--- src/rtl/seq_det_pkg.sv ---
// Shared types, default widths and helpers for the serial pattern-detection
// frame controller.
package seq_det_pkg;

  typedef enum logic [1:0] {
    IDLE   = 2'd0,
    SHIFT  = 2'd1,
    FLUSH  = 2'd2,
    REPORT = 2'd3
  } state_t;

  localparam int DEF_DATA_W = 8;
  localparam int DEF_PAT_W  = 4;
  localparam int DEF_CNT_W  = 8;

  // Increment that sticks at max_value instead of wrapping.
  function automatic logic [31:0] sat_inc(input logic [31:0] value,
                                          input logic [31:0] max_value);
    if (value >= max_value) begin
      return max_value;
    end
    return value + 32'd1;
  endfunction

endpackage

--- src/rtl/seq_pattern_moore.sv ---
// Programmable Moore pattern detector: keeps the last PAT_W bits seen, a
// saturating fill counter so partial histories never match, and a pattern
// register. match_pulse is registered, one cycle after the completing bit.
module seq_pattern_moore
  import seq_det_pkg::*;
#(
  parameter int PAT_W = DEF_PAT_W
) (
  input  logic             clk,
  input  logic             rst_n,
  input  logic [PAT_W-1:0] cfg_pattern,
  input  logic             cfg_load,
  input  logic             clear,
  input  logic             bit_in,
  input  logic             bit_valid,
  output logic             match_pulse
);

  localparam int          FILL_W   = $clog2(PAT_W + 1);
  localparam logic [31:0] FILL_MAX = 32'(PAT_W);

  logic [PAT_W-1:0]  pattern_reg;
  logic [PAT_W-1:0]  hist_reg;
  logic [PAT_W-1:0]  hist_next;
  logic [FILL_W-1:0] fill_reg;
  logic [FILL_W-1:0] fill_next;
  logic              match_reg;

  // History as it will look once the current bit is included.
  always_comb begin
    hist_next = {hist_reg[PAT_W-2:0], bit_in};
    fill_next = FILL_W'(sat_inc(32'(fill_reg), FILL_MAX));
  end

  // Pattern register, bit history, fill level and the registered match.
  always_ff @(posedge clk or negedge rst_n) begin
    if (!rst_n) begin
      pattern_reg <= '0;
      hist_reg    <= '0;
      fill_reg    <= '0;
      match_reg   <= 1'b0;
    end else begin
      if (cfg_load) begin
        pattern_reg <= cfg_pattern;
      end
      if (clear) begin
        hist_reg  <= '0;
        fill_reg  <= '0;
        match_reg <= 1'b0;
      end else if (bit_valid) begin
        hist_reg  <= hist_next;
        fill_reg  <= fill_next;
        match_reg <= (32'(fill_next) == FILL_MAX) && (hist_next == pattern_reg);
      end else begin
        match_reg <= 1'b0;
      end
    end
  end

  assign match_pulse = match_reg;

endmodule

--- src/rtl/seq_det_stream_ctrl.sv ---
// Frame controller: accepts words over valid/ready, serialises them MSB-first
// into the pattern detector, counts matches per frame and reports the
// saturated count for one cycle after the last word has been flushed.
module seq_det_stream_ctrl
  import seq_det_pkg::*;
#(
  parameter int DATA_W = DEF_DATA_W,
  parameter int PAT_W  = DEF_PAT_W,
  parameter int CNT_W  = DEF_CNT_W
) (
  input  logic              clk,
  input  logic              rst_n,
  input  logic [PAT_W-1:0]  cfg_pattern,
  input  logic              cfg_load,
  input  logic              in_valid,
  input  logic [DATA_W-1:0] in_data,
  input  logic              in_last,
  output logic              in_ready,
  output logic              bit_out,
  output logic              bit_valid,
  output logic              match_pulse,
  output logic [CNT_W-1:0]  match_count,
  output logic              count_valid,
  output logic              busy
);

  localparam int               IDX_W   = (DATA_W > 1) ? $clog2(DATA_W) : 1;
  localparam logic [IDX_W-1:0] IDX_TOP = IDX_W'(DATA_W - 1);
  localparam logic [31:0]      CNT_MAX = 32'((64'd1 << CNT_W) - 64'd1);

  state_t            state_reg;
  logic [DATA_W-1:0] shreg_reg;
  logic [IDX_W-1:0]  bit_idx_reg;
  logic              last_reg;
  logic              live_reg;
  logic [CNT_W-1:0]  cnt_reg;
  logic [CNT_W-1:0]  cnt_next;
  logic [CNT_W-1:0]  match_count_reg;
  logic              count_valid_reg;

  logic word_done;
  logic accept;
  logic cfg_take;
  logic det_clear;

  // Handshake, config acceptance and next match count.
  // live_reg holds in_ready low while reset is asserted.
  always_comb begin
    word_done = (state_reg == SHIFT) && (bit_idx_reg == '0);
    in_ready  = live_reg && ((state_reg == IDLE) || (word_done && !last_reg));
    accept    = in_valid && in_ready;
    // A word arriving together with cfg_load takes priority.
    cfg_take  = (state_reg == IDLE) && cfg_load && !accept;
    det_clear = cfg_take || (state_reg == REPORT);
    cnt_next  = match_pulse ? CNT_W'(sat_inc(32'(cnt_reg), CNT_MAX)) : cnt_reg;
  end

  // Frame FSM, shift register, match counter and report registers.
  always_ff @(posedge clk or negedge rst_n) begin
    if (!rst_n) begin
      state_reg       <= IDLE;
      shreg_reg       <= '0;
      bit_idx_reg     <= '0;
      last_reg        <= 1'b0;
      live_reg        <= 1'b0;
      cnt_reg         <= '0;
      match_count_reg <= '0;
      count_valid_reg <= 1'b0;
    end else begin
      live_reg        <= 1'b1;
      cnt_reg         <= cnt_next;
      count_valid_reg <= 1'b0;
      match_count_reg <= '0;
      case (state_reg)
        IDLE: begin
          if (accept) begin
            shreg_reg   <= in_data;
            last_reg    <= in_last;
            bit_idx_reg <= IDX_TOP;
            state_reg   <= SHIFT;
          end
        end
        SHIFT: begin
          if (!word_done) begin
            shreg_reg   <= {shreg_reg[DATA_W-2:0], 1'b0};
            bit_idx_reg <= bit_idx_reg - 1'b1;
          end else if (last_reg) begin
            state_reg <= FLUSH;
          end else if (accept) begin
            // Gapless reload for the next word of the same frame.
            shreg_reg   <= in_data;
            last_reg    <= in_last;
            bit_idx_reg <= IDX_TOP;
          end else begin
            state_reg <= IDLE;
          end
        end
        FLUSH: begin
          // cnt_next already includes a match on the final bit.
          state_reg       <= REPORT;
          count_valid_reg <= 1'b1;
          match_count_reg <= cnt_next;
        end
        REPORT: begin
          state_reg <= IDLE;
          cnt_reg   <= '0;
        end
        default: begin
          state_reg <= IDLE;
        end
      endcase
    end
  end

  assign bit_valid   = (state_reg == SHIFT);
  assign bit_out     = bit_valid & shreg_reg[DATA_W-1];
  assign busy        = (state_reg != IDLE);
  assign match_count = match_count_reg;
  assign count_valid = count_valid_reg;

  seq_pattern_moore #(
    .PAT_W(PAT_W)
  ) u_detector (
    .clk        (clk),
    .rst_n      (rst_n),
    .cfg_pattern(cfg_pattern),
    .cfg_load   (cfg_take),
    .clear      (det_clear),
    .bit_in     (bit_out),
    .bit_valid  (bit_valid),
    .match_pulse(match_pulse)
  );

endmodule

--- config.mk ---
export PLATFORM = sky130hd
export DESIGN_NAME = seq_det_stream_ctrl
export DESIGN_NICKNAME = d
export VERILOG_FILES = /design/src/rtl/seq_det_pkg.sv /design/src/rtl/seq_pattern_moore.sv /design/src/rtl/seq_det_stream_ctrl.sv
export SDC_FILE = /design/constraint.sdc
export NUM_CORES = 1
export LEC_CHECK = 0
export CAP_MARGIN = 10
export CORE_ASPECT_RATIO = 0.6
export CORE_MARGIN = 8
export CORE_UTILIZATION = 55
export CTS_BUF_LIST = sky130_fd_sc_hd__clkbuf_4 sky130_fd_sc_hd__clkbuf_8
export DETAILED_ROUTE_END_ITERATION = 10
export GPL_ROUTABILITY_DRIVEN = 0
export GPL_TIMING_DRIVEN = 0
export MAX_ROUTING_LAYER = met4
export PLACE_DENSITY = 0.89
export SYNTH_ARGS = -nofsm -noshare
export SYNTH_HDL_FRONTEND = slang
export SYNTH_SLANG_ARGS = --single-unit
export TNS_END_PERCENT = 30
--- constraint.sdc ---
create_clock -name clk -period 3.9 [get_ports clk]
set_input_delay 0.78 -clock clk [delete_from_list [all_inputs] [get_ports clk]]
set_output_delay 0.78 -clock clk [all_outputs]
set_load 0.005 [all_outputs]
==> flow_summary.rst, run 1 <==
.. list-table::
   :header-rows: 1

   * - Metric
     - Value
   * - Fraction of synthesis flops using an asynchronous set or reset pin
     - 1.000
   * - DRC violation count after routing
     - 0
   * - Fraction of layout instances using a drive strength above 1
     - 0.08403
   * - I/O Buffers
     - 30
   * - Vias in the first global route
     - 1647
   * - Result of the run
     - complete, no violations
   * - Pin count of the biggest net entering global routing
     - 29
   * - Initial DRC Count
     - 165
   * - Fin. max-slew vios
     - 0
   * - Setup Crit Path Kind
     - reg2out
   * - Adder-Cell Fraction of Synth Area
     - 0.03021
   * - Synthesized-area fraction occupied by xor and xnor cells
     - 0.02538
   * - Final non-filler cell total
     - 285
   * - Number of detailed-routing iterations run before antenna repair
     - 4
   * - Endpoint required time on the critical path
     - 3.12 ns
   * - Number of buffers created by CTS
     - 5
   * - Post-Syn Instances
     - 199
   * - Post-synth cell types
     - 39
   * - Maximum count of clock buffers along a single path
     - 2
   * - Vert. Die Dim
     - 63.53 um
   * - Sequential share of the synthesized area
     - 0.5196
   * - Number of synthesized flops with an enable pin
     - 0
   * - Crit path capture type
     - primary output
   * - Starting density of the core
     - 0.5693
   * - Worst path top cell family by delay
     - buffers and inverters
   * - Drt total wl
     - 4.615 mm
   * - Level count of the clock H-tree
     - 2
   * - Syn nets
     - 221
   * - Clock tree root driver cell
     - clkbuf_8
   * - Number of instances resized during post-cts repair
     - 0
   * - Worst min path class
     - in2async
   * - Post-detailed-route wirelength per cell
     - 16.19 um
   * - Final worst path period need
     - 3.039 ns
   * - Delay of the slowest critical-path stage
     - 0.50 ns
   * - Number of diodes
     - 0
   * - Max-capacitance violation count
     - 0
   * - Number of vias per cell after detailed routing
     - 5.909
   * - Worst clock skew
     - 0.005859 ns
   * - Clock tree from TritonCTS
     - built
   * - Number of rows in the core area
     - 17
   * - Cell area after synthesis
     - 2071 um^2
   * - Register bit total from synthesis
     - 43
   * - Final net count
     - 259
   * - Depth of the worst register-to-register path
     - 7
   * - Via count
     - 1684
   * - Fmax achieved
     - 329.0 MHz
   * - Clock sinks
     - 43
   * - Highest ir drop seen on vdd
     - 0.3778 mV
   * - Hold violation count in the final report
     - 0
   * - Yosys warning count
     - 0
   * - Floorplan die area
     - 6049 um^2
   * - Unrepaired setup endpoints after global routing
     - false
   * - Synth Area in Compound Gates
     - 0.1571
   * - Ordered cell list for the critical path
     - nand2b_1, inv_1, clkbuf_1, and2_1, clkdlybuf4s50_1
   * - Post-synthesis mux area share
     - 0.03202
   * - Tcrit/Tclk final
     - 0.7793
   * - Post-route setup TNS
     - 0 ns
   * - DIE WIDTH
     - 95.22 um
   * - Average cell area after synthesis
     - 10.41 um^2
   * - Crit-path max FO
     - 10
   * - Leakage power
     - 1.121 nW
   * - Combinational family with the most area after synthesis
     - simple AND/OR/NAND/NOR gates
   * - Overall Power
     - 1.576 mW
   * - Number of placed instances with taps included
     - 277
   * - Number of failing setup endpoints in the final timing report
     - 0
   * - Worst slew margin relative to its limit
     - 0.6437
   * - Critical-path top delay cell
     - clkdlybuf4s50_1
   * - Hold_buf cts
     - 0
   * - Post-CTS setup-driven buffer insertion count
     - 0
   * - Simple-gate share of the synthesized area
     - 0.1849
   * - Io pins
     - 31
   * - Arrival time reported for the critical path endpoint
     - 2.26 ns
   * - Initial antenna violation count
     - 0
   * - Number of cells on the critical path
     - 5
   * - Clock latency on the worst-skew pair
     - 0.30 ns
   * - Areal power density over the cells
     - 616.3 nW/um^2
   * - Most used DFF post-synth
     - dfrtp_1
   * - Detailed placer's ending HPWL
     - 3.315 mm
   * - Global-route wire length before repair
     - 7.893 mm
   * - Global route overflow
     - 0
   * - Crit path buf inv count
     - 3
   * - CTS clk-pin slew, worst paths
     - 0.08 ns
   * - Transition time at the pin with the least slew margin
     - 0.5327 ns
   * - Combined global-route utilization of all metal layers
     - 0.1673
   * - Antenna Violating Nets Remaining
     - 0
   * - Core Footprint
     - 3637 um^2
   * - CP startpoint kind
     - flip-flop
   * - Area growth syn-to-layout
     - 23.50%
-- cell families after synthesis --
logic type                 Yosys count
adders and majority gates            5
AOI/OAI and AO/OA                   49
other                                1
and+or+nand+nor                     66
DFF                                 43
xor gates and xnor gates             6
buffers and inverters               23
muxes                                6
-- final cells by class --
cell class,instances,area (um^2)
Inverter,12,45.04
Clock inverter,3,43.79
Tap cell,47,58.81
Clock buffer,5,68.82
Timing Repair Buffer,31,315.3
Sequential cell,43,1076
Buffer,11,56.30
Multi-Input combinational cell,133,893.4
Fill cell,274,1080
-- layer usage --
metal | GRT usage | vias to the layer above | wire length (um)
li1 | - | 787 | -
met1 | 0.2362 | 825 | 2279
met2 | 0.2178 | 64 | 1903
met3 | 0.05437 | 8 | 386
met4 | 0.05029 | 0 | 45
met5 | - | - | 0
-- where the power goes --
| part | switching, mW | internal (mW) |
|---|---|---|
| clock network | 0.159 | 0.191 |
| registers | 0.0973 | 0.570 |
| logic | 0.289 | 0.270 |
-- stage by stage --
step           utilization  hold slack (ns)  setup slack [ns]  cell area [um^2]
6_report            0.7031           0.3934            0.8605              2557
5_1_grt             0.7031           0.4121            0.7502              2557
4_1_cts             0.7031           0.3991            0.8738              2557
3_5_place_dp        0.6722           0.5368             1.224              2445
3_3_place_gp        0.6680           0.5123            0.9705              2430
2_1_floorplan            -           0.4844             1.864              2071
-- layout by cell type, fill, tap and decap left out, types with 2 or more instances in the layout --
cell / count
nor3_1: 18
and4_1: 5
o21ai_0: 4
clkbuf_1: 9
buf_6: 2
nand2_1: 3
ha_1: 5
xor2_1: 3
dfrtp_1: 43
nand2b_1: 6
nand3_1: 5
xnor2_1: 3
nand3b_1: 2
a211oi_1: 10
a31oi_1: 2
a21oi_1: 22
and3_1: 2
clkbuf_8: 5
nor2_1: 7
nand4_1: 2
inv_1: 12
and2_1: 4
nor2b_1: 6
clkdlybuf4s50_1: 29
a311oi_1: 4
mux2_2: 5
-- worst paths after layout --
check | from | endpoint | slack [ns]
max reg2reg | bit_idx_reg[0] | shreg_reg[4] | 1.97
min reg2reg | u_detector.pattern_reg[0] | u_detector.pattern_reg[0] | 0.54
min | rst_n | shreg_reg[4] | 0.39
min in group clk | u_detector.pattern_reg[0] | u_detector.pattern_reg[0] | 0.54
max in group asynchronous | rst_n | cnt_reg[5] | 3.04
max | flip-flop | bit_out | 0.86
-- Yosys cell counts (all sizes together), types with 2 or more instances --
cell type,count,area (um^2)
a211oi,11,95.09
a21oi,22,110.1
a311oi,4,35.03
a31oi,2,12.51
and2,4,25.02
and3,2,12.51
and4,5,43.79
buf,2,22.52
clkbuf,9,33.78
dfrtp,43,1076
ha,5,62.56
inv,12,45.04
mux2,5,56.30
nand2,3,11.26
nand2b,6,37.54
nand3,5,25.02
nand3b,2,15.01
nand4,2,12.51
nor2,7,26.28
nor2b,6,37.54
nor3,18,90.09
o21ai,4,20.02
xnor2,3,26.28
xor2,3,26.28
Power figures use the tool's default switching activity.
==> run 2: changes to the inputs <==
- CORE_UTILIZATION: 55 -> 50
- PLACE_DENSITY: 0.89 -> 0.86
- clock period: 3.9 -> 2.5 ns (I/O delays scaled with it)
==> run 2 against run 1 <==
  * Sequential cell count is the same
  * Sequential share of layout area shrank 1.2 points
  * Design area grew 2.9%
  * Critical path type unchanged
  * Non-clock buffer count grew 4
  * Die area grew 7.9%
  * Sequential power grew 57%
  * Worst hold slack lost 0.22 ns
  * Register-to-register slack lost 1.4 ns
  * Global-route usage shrank 1.3 points
  * Count of clock-buffer cells in the layout grew 1
  * Clock skew grew 0.0056 ns
  * Combinational power grew 69%
  * Critical endpoint unchanged
==> flow_summary.rst, run 2 (synthesis gave the netlist of run 1 again) <==
.. list-table::
   :header-rows: 1

   * - Metric
     - Value
   * - Result of the run
     - complete, no violations
   * - Top library cells by usage in the layout, fill and taps aside
     - dfrtp_1, clkdlybuf4s50_1, a21oi_1
   * - Tcrit/Tclk final
     - 0.9750
   * - Final net count
     - 263 (+1.5%)
   * - Critical-path top delay cell
     - dfrtp_1
   * - DIE WIDTH
     - 99.08 um (+4.1%)
   * - Endpoint required time on the critical path
     - 2.00 ns (-1.12 ns)
   * - Area growth syn-to-layout
     - 27.07%
   * - CTS clk-pin slew, worst paths
     - 0.08 ns (about the same)
   * - Core Footprint
     - 4054 um^2 (+11%)
   * - Setup Crit Path Kind
     - reg2out
   * - Clock sinks
     - 43 (unchanged)
   * - Number of vias per cell after detailed routing
     - 5.678 (-3.9%)
   * - Pin count of the biggest net entering global routing
     - 23 (-21%)
   * - Drt total wl
     - 4.537 mm (-1.7%)
   * - Depth of the worst register-to-register path
     - 7 (unchanged)
   * - Combined global-route utilization of all metal layers
     - 0.1539 (-0.01344)
   * - Detailed placer's ending HPWL
     - 3.194 mm (-3.6%)
   * - Initial DRC Count
     - 133 (-19%)
   * - Final worst path period need
     - 2.437 ns
   * - Delay of the slowest critical-path stage
     - 0.44 ns (-0.06 ns)
   * - Maximum count of clock buffers along a single path
     - 2 (unchanged)
   * - Io pins
     - 31 (unchanged)
   * - Number of rows in the core area
     - 18 (+1)
   * - Fmax achieved
     - 410.3 MHz
   * - Level count of the clock H-tree
     - 2 (unchanged)
   * - Crit path capture type
     - primary output
   * - Worst slew margin relative to its limit
     - 0.6107 (-0.03298)
   * - DRC violation count after routing
     - 0 (unchanged)
   * - Standard cell area after detailed placement
     - 2456 um^2 (+0.46%)
   * - Hold violation count in the final report
     - 0 (unchanged)
   * - Number of fillers in the final layout
     - 313 (+14%)
   * - Crit-path max FO
     - 12 (+2)
   * - Endpoint of the worst-slack reg-to-reg timing path
     - shreg_reg[7]
   * - Origin of the critical flop-to-flop path
     - bit_idx_reg[0]
   * - Fin. max-slew vios
     - 0 (unchanged)
   * - Vias in the first global route
     - 1546 (-6.1%)
   * - Post-Route Utilization
     - 0.6491 (-0.05406)
   * - Arrival time reported for the critical path endpoint
     - 1.94 ns (-0.32 ns)
   * - Worst hold slack after final layout
     - 0.1772 ns (-0.2162 ns)
   * - Post-route cell area
     - 2631 um^2 (+2.9%)
   * - Unrepaired setup endpoints after global routing
     - false
   * - Number of buffers created by CTS
     - 5 (unchanged)
   * - Number of failing setup endpoints in the final timing report
     - 0 (unchanged)
   * - Clock latency on the worst-skew pair
     - 0.30 ns (about the same)
   * - Floorplan die area
     - 6524 um^2 (+7.9%)
   * - Multi-input logic area
     - 895.9 um^2 (+0.28%)
   * - Leakage power
     - 1.154 nW (+3.0%)
   * - Highest ir drop seen on vdd
     - 0.5532 mV (+46%)
   * - Number of diodes
     - 0 (unchanged)
   * - Transition time at the pin with the least slew margin
     - 0.5821 ns (+0.04931 ns)
   * - Register Area
     - 1076 um^2 (unchanged)
   * - Fraction of layout instances using a drive strength above 1
     - 0.1157 (+0.03167)
   * - Clock tree from TritonCTS
     - built
   * - Final worst slack
     - 0.06255 ns (-0.7980 ns)
   * - Worst clock skew
     - 0.01143 ns (+0.005575 ns)
   * - Via count
     - 1658 (-1.5%)
   * - Most common library cell in the layout ignoring fill and taps
     - dfrtp_1
   * - Initial antenna violation count
     - 0 (unchanged)
   * - Number of detailed-routing iterations run before antenna repair
     - 4 (unchanged)
   * - Worst min path class
     - in2async
   * - Clock tree root driver cell
     - clkbuf_8
   * - Max-capacitance violation count
     - 0 (unchanged)
   * - Worst slack at placement
     - 0.1223 ns (-1.102 ns)
   * - CP startpoint kind
     - flip-flop
   * - Slack of the worst reg-to-reg path
     - 0.61 ns (-1.36 ns)
   * - Global route overflow
     - 0 (unchanged)
   * - Vert. Die Dim
     - 65.85 um (+3.7%)
   * - Global-route wire length before repair
     - 7.700 mm (-2.4%)
   * - Post-detailed-route wirelength per cell
     - 15.54 um (-4.0%)
   * - Areal power density over the cells
     - 999.3 nW/um^2 (+62%)
   * - I/O Buffers
     - 30 (unchanged)
   * - Antenna Violating Nets Remaining
     - 0 (unchanged)
   * - Ordered cell list for the critical path
     - nand2b_1, clkinvlp_4, and2_1, clkdlybuf4s50_1
   * - Starting density of the core
     - 0.5108 (-0.05851)
==> run 2: per-layer routing <==
| metal | GRT usage | wire length [um] | up-vias |
|---|---|---|---|
| met5 | - | 0 | - |
| met4 | 0.05805 | 66 | 0 |
| met3 | 0.05147 | 299 | 7 |
| met2 | 0.2018 | 1825 | 54 |
| met1 | 0.2123 | 2346 | 802 |
| li1 | - | - | 795 |
==> run 2: worst max-delay path by stage <==
stage	end	slack [ns]	depth (start not counted)
after floorplan	in_ready	0.74	5
after global placement	shreg_reg[0]	-0.16	1
after detailed placement	bit_out	0.12	5
after CTS	bit_out	0.008	4
after global routing	bit_out	0.01	4
final	bit_out	0.06	4
==> run 2: cell type report <==
type	instances	area share
clock buffer	6	0.02901
timing repair buffer	36	0.1365
sequential	43	0.4089
multi-input combinational	133	0.3405
buffer	10	0.01997
clock inverter	2	0.02282
inverter	12	0.01854
tap	50	0.02378
==> run 2: critical path: cells and delay by family (launching register included) <==
kind | cells | cell delay, ns
buf+inv | 2 | 0.70
simple gates | 2 | 0.49
flops | 1 | 0.44
==> run 2: metrics by stage <==
stage	setup TNS [ns]	power (mW)	instances
detailed placement	0	1.922	280
global route	0	2.807	292
floorplan	0	1.631	199
finish	0	2.630	292
global placement	-6.684	1.879	279
CTS	0	2.581	287
==> run 2: timing repair <==
action	in CTS	in global routing
gates resized for setup	4	0
hold buffers	0	0
endpoints found under the setup margin	3	1
buffers inserted	0	5
hold endpoints to repair	0	0
==> run 2: power breakdown <==
part,switching (mW),internal (mW)
Sequential,0.157,0.890
Combinational,0.476,0.466
Clock,0.231,0.410
Total,0.864,1.77
==> run 3: changes to the inputs <==
- PLACE_DENSITY: 0.86 -> unset
- PLACE_DENSITY_LB_ADDON: unset -> 0.15
==> run 3 against run 2 <==
  * Non-clock buffer count did not move
  * Register-to-register slack worse by 0.03 ns
  * Sequential power barely moved
  * Die area unchanged
  * Design area fell by 1.4%
  * Final cell count stayed put
  * Fmax up 3.6%
  * Global-route usage increased by 0.77 points
  * Routed wire length increased by 1.8%
  * Largest cell class unchanged
  * Highest routed layer unchanged
==> flow_summary.rst, run 3 (synthesis gave the netlist of run 1 again) <==
.. list-table::
   :header-rows: 1

   * - Metric
     - Value
   * - I/O Buffers
     - 30 (unchanged)
   * - Worst clock skew
     - 0.005292 ns (-0.006143 ns)
   * - Area growth syn-to-layout
     - 25.32%
   * - Endpoint of the worst-slack reg-to-reg timing path
     - shreg_reg[6]
   * - Worst slew margin relative to its limit
     - 0.6183 (+0.007619)
   * - Final net count
     - 263 (unchanged)
   * - Crit-path max FO
     - 9 (-3)
   * - Via count
     - 1635 (-1.4%)
   * - Drt total wl
     - 4.620 mm (+1.8%)
   * - Most common library cell in the layout ignoring fill and taps
     - dfrtp_1
   * - DRC violation count after routing
     - 0 (unchanged)
   * - Number of failing setup endpoints in the final timing report
     - 0 (unchanged)
   * - DIE WIDTH
     - 99.08 um (unchanged)
   * - Vert. Die Dim
     - 65.85 um (unchanged)
   * - Hold violation count in the final report
     - 0 (unchanged)
   * - Crit path capture type
     - primary output
   * - Vias in the first global route
     - 1587 (+2.7%)
   * - Top library cells by usage in the layout, fill and taps aside
     - dfrtp_1, clkdlybuf4s50_1, a21oi_1
   * - Unrepaired setup endpoints after global routing
     - false
   * - Antenna Violating Nets Remaining
     - 0 (unchanged)
   * - CP startpoint kind
     - flip-flop
   * - Number of rows in the core area
     - 18 (unchanged)
   * - Arrival time reported for the critical path endpoint
     - 1.85 ns (-0.09 ns)
   * - CTS clk-pin slew, worst paths
     - 0.08 ns (about the same)
   * - Io pins
     - 31 (unchanged)
   * - Starting density of the core
     - 0.5108 (unchanged)
   * - Crit path buf inv count
     - 3 (+1)
   * - Depth of the worst register-to-register path
     - 7 (unchanged)
   * - Max-capacitance violation count
     - 0 (unchanged)
   * - Global route overflow
     - 0 (unchanged)
   * - Clock tree root driver cell
     - clkbuf_8
   * - Result of the run
     - complete, no violations
   * - Combined global-route utilization of all metal layers
     - 0.1616 (+0.007738)
   * - Fraction of layout instances using a drive strength above 1
     - 0.1240 (+0.008264)
   * - Origin of the critical flop-to-flop path
     - bit_idx_reg[0]
   * - Fin. max-slew vios
     - 0 (unchanged)
   * - Ordered cell list for the critical path
     - inv_2, ha_2, or3b_1, buf_6, a21oi_1, clkdlybuf4s15_1
   * - Number of placed instances with taps included
     - 280 (unchanged)
   * - Number of buffers created by CTS
     - 5 (unchanged)
   * - Fmax achieved
     - 424.9 MHz (+3.6%)
   * - Clock tree from TritonCTS
     - built
   * - Slack of the worst reg-to-reg path
     - 0.58 ns (-0.03 ns)
   * - Post-detailed-route wirelength per cell
     - 15.82 um (+1.8%)
   * - Highest ir drop seen on vdd
     - 0.5707 mV (+3.2%)
   * - Transition time at the pin with the least slew margin
     - 0.5707 ns (-0.01139 ns)
   * - Initial DRC Count
     - 128 (-3.8%)
   * - Tcrit/Tclk final
     - 0.9415 (-0.03351)
   * - Level count of the clock H-tree
     - 2 (unchanged)
   * - Delay of the slowest critical-path stage
     - 0.39 ns (-0.05 ns)
   * - Detailed placer's ending HPWL
     - 3.349 mm (+4.8%)
   * - Maximum count of clock buffers along a single path
     - 2 (unchanged)
   * - Post-route setup TNS
     - 0 ns (unchanged)
   * - Initial antenna violation count
     - 0 (unchanged)
   * - Final worst path period need
     - 2.354 ns (-0.08377 ns)
   * - Core Footprint
     - 4054 um^2 (unchanged)
   * - Setup Crit Path Kind
     - reg2out
   * - Clock sinks
     - 43 (unchanged)
   * - Worst min path class
     - in2async
   * - Worst path top cell family by delay
     - buffers and inverters
   * - Number of vias per cell after detailed routing
     - 5.599 (-1.4%)
   * - Critical-path top delay cell
     - dfrtp_1
   * - Areal power density over the cells
     - 949.9 nW/um^2 (-4.9%)
   * - Clock latency on the worst-skew pair
     - 0.29 ns (about the same)
   * - Floorplan die area
     - 6524 um^2 (unchanged)
   * - Leakage power
     - 1.135 nW (-1.6%)
   * - Number of diodes
     - 0 (unchanged)
   * - Final non-filler cell total
     - 292 (unchanged)
   * - Global-route wire length before repair
     - 8.024 mm (+4.2%)
   * - Number of detailed-routing iterations run before antenna repair
     - 5 (+1)
   * - Endpoint required time on the critical path
     - 2.00 ns (about the same)
   * - Pin count of the biggest net entering global routing
     - 37 (+61%)
run 3: cell types whose count changed in the layout (fill, tap and decap cells not counted):
| cell | delta |
|---|---|
| buf_12 | +1 |
| dfrtp_1 | -1 |
| clkdlybuf4s15_1 | +1 |
| clkbuf_2 | +1 |
| dlygate4sd2_1 | -1 |
| clkbuf_8 | +2 |
| bufinv_16 | -2 |
| dfrtp_2 | +1 |
| buf_16 | -1 |
| clkbuf_1 | -1 |
run 3: layout make-up:
class / instances / area, um^2
fillers: 342 / 1459
inverters: 12 / 48.80
well taps: 50 / 62.56
multi-input cells: 133 / 895.9
repair buffers: 36 / 352.8
plain buffers: 10 / 53.80
clock buffers: 8 / 103.9
flip-flops and latches: 43 / 1077
run 3: worst max-delay path by stage:
stage                         from         end  slack, ns  depth (start not counted)
finish              bit_idx_reg[0]    in_ready       0.15                          6
global route        bit_idx_reg[1]    in_ready      0.007                          6
CTS                      flip-flop     bit_out       0.03                          4
detailed placement       flip-flop     bit_out       0.04                          5
global placement             rst_n  cnt_reg[7]      -0.23                          1
floorplan           bit_idx_reg[0]    in_ready       0.74                          5
run 3: report_power, final:
part           switching [mW]  internal (mW)
Clock                   0.223          0.263
Sequential              0.152          0.891
Combinational           0.471          0.466
Total                   0.846           1.62
run 3: metrics by stage:
| step | instance area [um^2] | hold WS [ns] | power (mW) | worst slack, ns | util |
|---|---|---|---|---|---|
| 6_report | 2595 | 0.06037 | 2.465 | 0.1463 | 0.6401 |
| 5_1_grt | 2595 | 0.05203 | 2.658 | 0.006795 | 0.6401 |
| 4_1_cts | 2552 | 0.05614 | 2.420 | 0.03352 | 0.6296 |
| 3_5_place_dp | 2449 | 0.3767 | 1.926 | 0.03684 | 0.6040 |
| 3_3_place_gp | 2434 | 0.5137 | 1.900 | -0.2274 | 0.6003 |
| 2_1_floorplan | 2071 | 0.2044 | 1.631 | 0.7441 | - |
run 3: what timing repair did:
item / CTS / global route
hold endpoints to repair: 0 / 0
hold buffers: 0 / 0
setup endpoints to repair: 3 / 2
gates resized for setup: 3 / 5
setup buffers: 0 / 5
run 3: routing by layer:
layer	track usage	part of all wire
met1	0.2435	0.54
met4	0.05056	0.012
met5	-	0
met2	0.1985	0.38
met3	0.04307	0.069
